### config.mk
export PLATFORM = sky130hd
export DESIGN_NAME = writeback_sequencer
export DESIGN_NICKNAME = d
export VERILOG_FILES = /design/src/rtl/writeback_sequencer.sv
export SDC_FILE = /design/constraint.sdc
export NUM_CORES = 1
export LEC_CHECK = 0
export CORE_ASPECT_RATIO = 1.1
export CORE_MARGIN = 2
export CORE_UTILIZATION = 40
export DETAILED_ROUTE_END_ITERATION = 10
export HOLD_SLACK_MARGIN = 0.02
export RECOVER_POWER = 25
export SLEW_MARGIN = 20
export SYNTH_ARGS = -nofsm -noshare
export SYNTH_HDL_FRONTEND = slang
export SYNTH_SLANG_ARGS = --single-unit
### constraint.sdc
create_clock -name clk -period 5.45 [get_ports clk]
set_clock_uncertainty 0.2 [all_clocks]
set_input_delay 0.8175 -clock clk [delete_from_list [all_inputs] [get_ports clk]]
set_output_delay 0.8175 -clock clk [all_outputs]
set_load 0.01 [all_outputs]
### src/rtl/writeback_sequencer.sv
// -----------------------------------------------------------------------------
// writeback_sequencer
//
// Write-side companion of the SIMD register file. It accepts results from the
// ALU and from the memory load path and buffers each source in its own FIFO.
// One head entry per cycle goes onto the register file's single write port.
// It also publishes per-register pending-write bitmaps so that decode can stall
// on RAW hazards.
//
// Handshake: a source entry transfers on a rising clock edge where xValid and
// xReady are both high. xReady depends only on the registered FIFO count, so a
// pop in the same cycle never frees a slot for a push into a full FIFO. While
// xReady is low the producer must hold xValid/xIsVec/xDest/xData stable.
//
// Ports
//   clk, reset              single clock, synchronous active-high reset
//   aluValid/aluReady       ALU result handshake
//   aluIsVec, aluDest       destination kind (1 = vector) and register index
//   aluData                 result; scalar results use element 0
//   memValid/memReady       load-path handshake
//   memIsVec, memDest       destination kind and register index
//   memData                 load data
//   stall                   no FIFO pop while high
//   regWrEnSc, regWrEnVec   register-file write enables (one-cycle pulses)
//   regToWrite, dataIn      register-file write destination and data
//   pendingSc, pendingVec   bit i = a write to that register is queued or
//                           presenting
// -----------------------------------------------------------------------------
module writeback_sequencer #(
    parameter int registerSize  = 32,
    parameter int vecSize       = 4,
    parameter int selectionBits = 2,
    parameter int fifoDepth     = 4
) (
    input  logic                              clk,
    input  logic                              reset,

    input  logic                              aluValid,
    output logic                              aluReady,
    input  logic                              aluIsVec,
    input  logic [selectionBits-1:0]          aluDest,
    input  logic [vecSize*registerSize-1:0]   aluData,

    input  logic                              memValid,
    output logic                              memReady,
    input  logic                              memIsVec,
    input  logic [selectionBits-1:0]          memDest,
    input  logic [vecSize*registerSize-1:0]   memData,

    input  logic                              stall,

    output logic                              regWrEnSc,
    output logic                              regWrEnVec,
    output logic [selectionBits-1:0]          regToWrite,
    output logic [vecSize*registerSize-1:0]   dataIn,

    output logic [(2**selectionBits)-1:0]     pendingSc,
    output logic [(2**selectionBits)-1:0]     pendingVec
);

    localparam int DW = vecSize * registerSize;
    localparam int PW = $clog2(fifoDepth);
    localparam int CW = PW + 1;

    // Keeps only element 0; used to zero-fill scalar writes.
    localparam logic [DW-1:0] ELEM0_MASK = DW'({registerSize{1'b1}});

    // -------------------------------------------------------------------------
    // FIFO storage and pointers
    // -------------------------------------------------------------------------
    logic              r_alu_vec  [fifoDepth];
    logic [selectionBits-1:0] r_alu_dest [fifoDepth];
    logic [DW-1:0]     r_alu_data [fifoDepth];
    logic [PW-1:0]     r_alu_rd;
    logic [PW-1:0]     r_alu_wr;
    logic [CW-1:0]     r_alu_cnt;

    logic              r_mem_vec  [fifoDepth];
    logic [selectionBits-1:0] r_mem_dest [fifoDepth];
    logic [DW-1:0]     r_mem_data [fifoDepth];
    logic [PW-1:0]     r_mem_rd;
    logic [PW-1:0]     r_mem_wr;
    logic [CW-1:0]     r_mem_cnt;

    // 1 = memory won the most recent pop; resets to ALU so the first tie goes
    // to memory.
    logic              r_last_mem;

    // Output register driving the register file.
    logic              r_wr_en_sc;
    logic              r_wr_en_vec;
    logic [selectionBits-1:0] r_wr_dest;
    logic [DW-1:0]     r_wr_data;

    // -------------------------------------------------------------------------
    // Handshake and arbitration
    // -------------------------------------------------------------------------
    logic              w_alu_push;
    logic              w_mem_push;
    logic              w_alu_nonempty;
    logic              w_mem_nonempty;
    logic              w_pop_any;
    logic              w_grant_mem;
    logic              w_alu_pop;
    logic              w_mem_pop;
    logic              w_head_vec;
    logic [selectionBits-1:0] w_head_dest;
    logic [DW-1:0]     w_head_data;
    logic [DW-1:0]     w_head_fill;

    // Ready is forced low while reset is asserted; otherwise it only looks at
    // the registered count.
    assign aluReady = !reset && (r_alu_cnt < CW'(fifoDepth));
    assign memReady = !reset && (r_mem_cnt < CW'(fifoDepth));

    assign w_alu_push = aluValid && aluReady;
    assign w_mem_push = memValid && memReady;

    assign w_alu_nonempty = (r_alu_cnt != '0);
    assign w_mem_nonempty = (r_mem_cnt != '0);

    assign w_pop_any   = !stall && (w_alu_nonempty || w_mem_nonempty);
    // Memory wins when it is the only candidate, or on a tie when the ALU
    // took the previous grant.
    assign w_grant_mem = w_mem_nonempty && (!w_alu_nonempty || !r_last_mem);
    assign w_alu_pop   = w_pop_any && !w_grant_mem;
    assign w_mem_pop   = w_pop_any &&  w_grant_mem;

    always_comb begin
        w_head_vec  = r_alu_vec[r_alu_rd];
        w_head_dest = r_alu_dest[r_alu_rd];
        w_head_data = r_alu_data[r_alu_rd];
        if (w_grant_mem) begin
            w_head_vec  = r_mem_vec[r_mem_rd];
            w_head_dest = r_mem_dest[r_mem_rd];
            w_head_data = r_mem_data[r_mem_rd];
        end
    end

    assign w_head_fill = w_head_vec ? w_head_data : (w_head_data & ELEM0_MASK);

    // -------------------------------------------------------------------------
    // FIFO payload storage (no reset needed; validity comes from the count)
    // -------------------------------------------------------------------------
    always_ff @(posedge clk) begin
        if (w_alu_push) begin
            r_alu_vec[r_alu_wr]  <= aluIsVec;
            r_alu_dest[r_alu_wr] <= aluDest;
            r_alu_data[r_alu_wr] <= aluData;
        end
        if (w_mem_push) begin
            r_mem_vec[r_mem_wr]  <= memIsVec;
            r_mem_dest[r_mem_wr] <= memDest;
            r_mem_data[r_mem_wr] <= memData;
        end
    end

    // -------------------------------------------------------------------------
    // ALU FIFO pointers and count
    // -------------------------------------------------------------------------
    always_ff @(posedge clk) begin
        if (reset) begin
            r_alu_rd  <= '0;
            r_alu_wr  <= '0;
            r_alu_cnt <= '0;
        end else begin
            if (w_alu_push) r_alu_wr <= r_alu_wr + 1'b1;
            if (w_alu_pop)  r_alu_rd <= r_alu_rd + 1'b1;
            case ({w_alu_push, w_alu_pop})
                2'b10:   r_alu_cnt <= r_alu_cnt + 1'b1;
                2'b01:   r_alu_cnt <= r_alu_cnt - 1'b1;
                default: r_alu_cnt <= r_alu_cnt;
            endcase
        end
    end

    // -------------------------------------------------------------------------
    // Memory FIFO pointers and count
    // -------------------------------------------------------------------------
    always_ff @(posedge clk) begin
        if (reset) begin
            r_mem_rd  <= '0;
            r_mem_wr  <= '0;
            r_mem_cnt <= '0;
        end else begin
            if (w_mem_push) r_mem_wr <= r_mem_wr + 1'b1;
            if (w_mem_pop)  r_mem_rd <= r_mem_rd + 1'b1;
            case ({w_mem_push, w_mem_pop})
                2'b10:   r_mem_cnt <= r_mem_cnt + 1'b1;
                2'b01:   r_mem_cnt <= r_mem_cnt - 1'b1;
                default: r_mem_cnt <= r_mem_cnt;
            endcase
        end
    end

    // -------------------------------------------------------------------------
    // Output register and round-robin state
    // -------------------------------------------------------------------------
    always_ff @(posedge clk) begin
        if (reset) begin
            r_last_mem  <= 1'b0;
            r_wr_en_sc  <= 1'b0;
            r_wr_en_vec <= 1'b0;
            r_wr_dest   <= '0;
            r_wr_data   <= '0;
        end else if (w_pop_any) begin
            r_last_mem  <= w_grant_mem;
            r_wr_en_sc  <= !w_head_vec;
            r_wr_en_vec <= w_head_vec;
            r_wr_dest   <= w_head_dest;
            r_wr_data   <= w_head_fill;
        end else begin
            // Idle cycles present all-zero so stale data never looks valid.
            r_wr_en_sc  <= 1'b0;
            r_wr_en_vec <= 1'b0;
            r_wr_dest   <= '0;
            r_wr_data   <= '0;
        end
    end

    assign regWrEnSc  = r_wr_en_sc;
    assign regWrEnVec = r_wr_en_vec;
    assign regToWrite = r_wr_dest;
    assign dataIn     = r_wr_data;

    // -------------------------------------------------------------------------
    // Pending-write bitmaps
    // -------------------------------------------------------------------------
    // A slot is live when its distance from the read pointer (mod depth) is
    // below the count; pointers wrap naturally since the depth is a power of 2.
    function automatic logic slot_live(input logic [PW-1:0] idx,
                                       input logic [PW-1:0] rd,
                                       input logic [CW-1:0] cnt);
        logic [PW-1:0] off;
        off = idx - rd;
        return ({1'b0, off} < cnt);
    endfunction

    always_comb begin
        pendingSc  = '0;
        pendingVec = '0;
        for (int i = 0; i < fifoDepth; i++) begin
            if (slot_live(PW'(i), r_alu_rd, r_alu_cnt)) begin
                if (r_alu_vec[i]) pendingVec[r_alu_dest[i]] = 1'b1;
                else              pendingSc[r_alu_dest[i]]  = 1'b1;
            end
            if (slot_live(PW'(i), r_mem_rd, r_mem_cnt)) begin
                if (r_mem_vec[i]) pendingVec[r_mem_dest[i]] = 1'b1;
                else              pendingSc[r_mem_dest[i]]  = 1'b1;
            end
        end
        // The write presenting this cycle still counts until the register
        // file captures it at the end of the cycle.
        if (r_wr_en_vec) pendingVec[r_wr_dest] = 1'b1;
        if (r_wr_en_sc)  pendingSc[r_wr_dest]  = 1'b1;
    end

endmodule
==> results.md <==
* Synth unique cells at 60
* CTS root buf: clkbuf_16
* Ports at 409
* Hold Path Class: register to register
* CTS Buf Count at 119
* Number of gates resized after cts at 0
* Global-route wire length before repair at around 150000 um
* Vias in the first global route at 22300
* Worst Max-Slew Pin Slew at 1040 ps
* Cell taking the most area after synthesis: edfxtp_1
* DR WL/cell at 26.5 um
* Critical path class: register to primary output
* Synth top area cells: edfxtp_1 72%, mux4_2 13%, dfxtp_1 6.9%
* Fin area at 53800 um2
* Fillers at 8685
* Avg Synthesized Cell Area at around 22 um2
* Setup crit start kind: register
* Gate power share at between 10% and 20%
* Non-Filler Instances at 4009
* Crit-path leading delay family: compound AO/OA/AOI/OAI gates
* Layout area overhead at 22.8%
* PwrDens at 441 nW/um2
* Total wire length at 106000 um
* Leak at roughly 17 nW
* Multi-input logic area at 8790 um2
* Slowest cell delay on critical path at 770 ps
* CP cell instances: inv_1, ha_1, inv_1, o311ai_0, o32ai_1, nor4_1, o2111ai_1, clkdlybuf4s50_1
* Starting DRT DRC Count at ~1900
* Most frequent cells in the layout: 1048 x edfxtp_1, 262 x mux4_2, 253 x clkdlybuf4s50_1
* Reg area at 34500 um2
* # rows at 127
* Post-DP Area at between 40000 and 50000 um2
* Clock sink count at 1199
* Via-to-Cell Ratio at 5.36
* Peak fanout along the critical path at 6
* Die ar. at 112000 um2
* Switching power at 0.00606 W
* Synth Net Count at about 2300
* Final hold vios at 0
* Clk Latency, worst-skew pair at 690 ps
* Ys flop type: edfxtp_1
* Buffers added on ports at 408
* Core footprint at 109000 um2
* Die Ht at 351 um
* DRT Pass-1 Iters at 5
* GR Overflow Total at 0
* Die span in x at 319 um
* Post-synth EDFFs at 1048
* Crit path time final at 4590 ps
* Yosys top cell area share at 71.9%
* Setup violators final at 0
* Critical path's slowest cell: o311ai_0
* Sum Neg Setup Slack at 0 ps
* H-Tree Level Count at 3
* Starting density of the core at 40.2%
* Max clock buf depth at 3
* Total Power at 0.0237 W
* Worst Path Arrival at 3570 ps
* Synth async-reset ratio at 0%
* Largest net degree at the start of global routing at 132
* Max-Cap Viols at 0
* Mapped cell area at 43800 um2
* Worst Path Buf+Inv at 3
* Final period util at around 84%
* Share of layout cells above drive strength 1 at between 10% and 20%
* Clk pwr share at a little over a third
* Most common cell after layout, fill and taps aside: edfxtp_1
* Outcome: complete, no violations
* Residual DRC count at 0
* Max Clk Rate at 218 MHz
* Total GRT Usage at 18.8%
* Layout Nets at roughly 2800
* Crit. End Element: primary output
* Post-route ant nets at 0
* RSZ-0062 raised after global routing: false
* Rel. slew slack at between 30% and 40%
* Hpwl dp at roughly 66000 um
* Final Slew Violations at 0
* GP Congestion at about 0.85
* Sequential power share at 46.2%
* YS warnings at 0
* Post-CTS Repair Setup Buffers at 0
* Switch share at 25.6%
* Via Count at 21500
* CTS tree: yes
* VDD IR max at 0.340 mV
* Most used cell, CP: inv_1
* Cell count after synthesis at approximately 2000
* CP required at 4430 ps
* # hold bufs at CTS at 0
* Sequential share of the synthesized area at between 70 and 80%
* Initial antenna violation count at 68
* FF+latch count, synth at about 1200
* Cells after DPL at around 3800
* Clock-pin slew on the worst setup and hold paths at around 60 ps
* Internal power at 0.0177 W
kinds of logic after synthesis:
kind of cell	after synthesis	share of synthesized area (%)
buffers and inverters	125	1.31
XOR/XNOR	12	0.240
AO/OA/AOI/OAI	187	3.30
AND/OR/NAND/NOR	200	2.24
flip-flops	1199	78.8
multiplexers	263	13.5
adder cells (fa/ha/maj)	20	0.606
Yosys cell counts (2+ instances only):
cell type,n
a211o_1,2
a211oi_1,3
a21o_1,2
a21oi_1,42
a22o_1,97
a311oi_1,3
and2_1,3
and3_1,12
buf_1,2
buf_2,46
buf_6,6
clkbuf_1,44
dfxtp_1,151
edfxtp_1,1048
fa_1,2
ha_1,18
inv_1,27
mux4_2,262
nand2_1,82
nand2b_1,15
nand3_1,11
nand3b_1,4
nand4_1,4
nor2_1,24
nor2b_1,8
nor3_1,14
nor3b_1,8
nor4_1,4
o2111a_1,2
o2111ai_1,3
o211ai_1,2
o21ai_0,7
o21ai_1,2
o22ai_1,2
o311ai_0,2
o31ai_1,2
o32ai_1,2
or3_1,6
xnor2_1,8
xor2_1,4
worst reg2reg max path: stages (launching register included):
cell and delay [ps]:
dfxtp_1 670, or3_1 350, o21ai_4 80, buf_4 320, nor2_1 270, ha_1 230, inv_1 60, fa_1 370
xor2_1 160, or3_1 310, a21oi_1 140
cell type report:
cell class                 count  share of cell area [%]
multi-input combinational    682                    16.3
tap                         1419                    3.30
sequential                  1199                    64.2
antenna                       18                  0.0838
clock inverter                64                    1.38
clock buffer                 160                    6.05
timing repair buffer         440                    8.44
inverter                      27                   0.189
final timing paths:
check / start / to / slack (ps) / cells after the start
max: r_alu_cnt[1] / pendingVec[1] / 860 / 8
min: r_mem_cnt[1] / r_mem_cnt[1] / 340 / 2
max reg2reg: r_mem_cnt[2] / r_mem_cnt[2] / 2220 / 10
min reg2reg: r_mem_cnt[1] / r_mem_cnt[1] / 340 / 2
layer usage:
layer | vias to the layer above | part of all wire [%] | track usage [%] | wire (um)
met5 | - | 0.17 | 0 | 181
li1 | 9271 | - | - | -
met1 | 11300 | 41 | 24.8 | 43800
met3 | 220 | 6.9 | 4.49 | 7360
met2 | 685 | 49 | 30.8 | 52000
met4 | 32 | 2.8 | 6.50 | 2980
sequential cells by signal, indices dropped and copies added (netlist names), 2 cells and up, named ones only:
name        cells
r_alu_data    512
r_mem_data    512
dataIn        128
r_alu_dest      8
r_mem_dest      8
r_alu_vec       4
r_mem_vec       4
r_alu_cnt       3
r_mem_cnt       3
r_alu_rd        2
r_alu_wr        2
r_mem_rd        2
r_mem_wr        2
regToWrite      2
power by group through the flow:
stage | sequential, W | combinational, W | clock [W]
2_1_floorplan | 0.0110 | 0.00287 | 0
3_3_place_gp | 0.0111 | 0.00457 | 0
3_5_place_dp | 0.0112 | 0.00460 | 0
4_1_cts | 0.0110 | 0.00462 | 0.00848
5_1_grt | 0.0110 | 0.00484 | 0.00882
6_report | 0.0110 | 0.00447 | 0.00828
metrics by stage:
step           hold WS, ps  util, %  setup slack [ps]
6_report               338     49.4               865
5_1_grt                388     49.4               653
4_1_cts                341     49.3               918
3_5_place_dp           326     45.7              1480
3_3_place_gp           315     45.7              1580
2_1_floorplan          282        -               327
No activity file was read; power rests on OpenSTA's default activity.
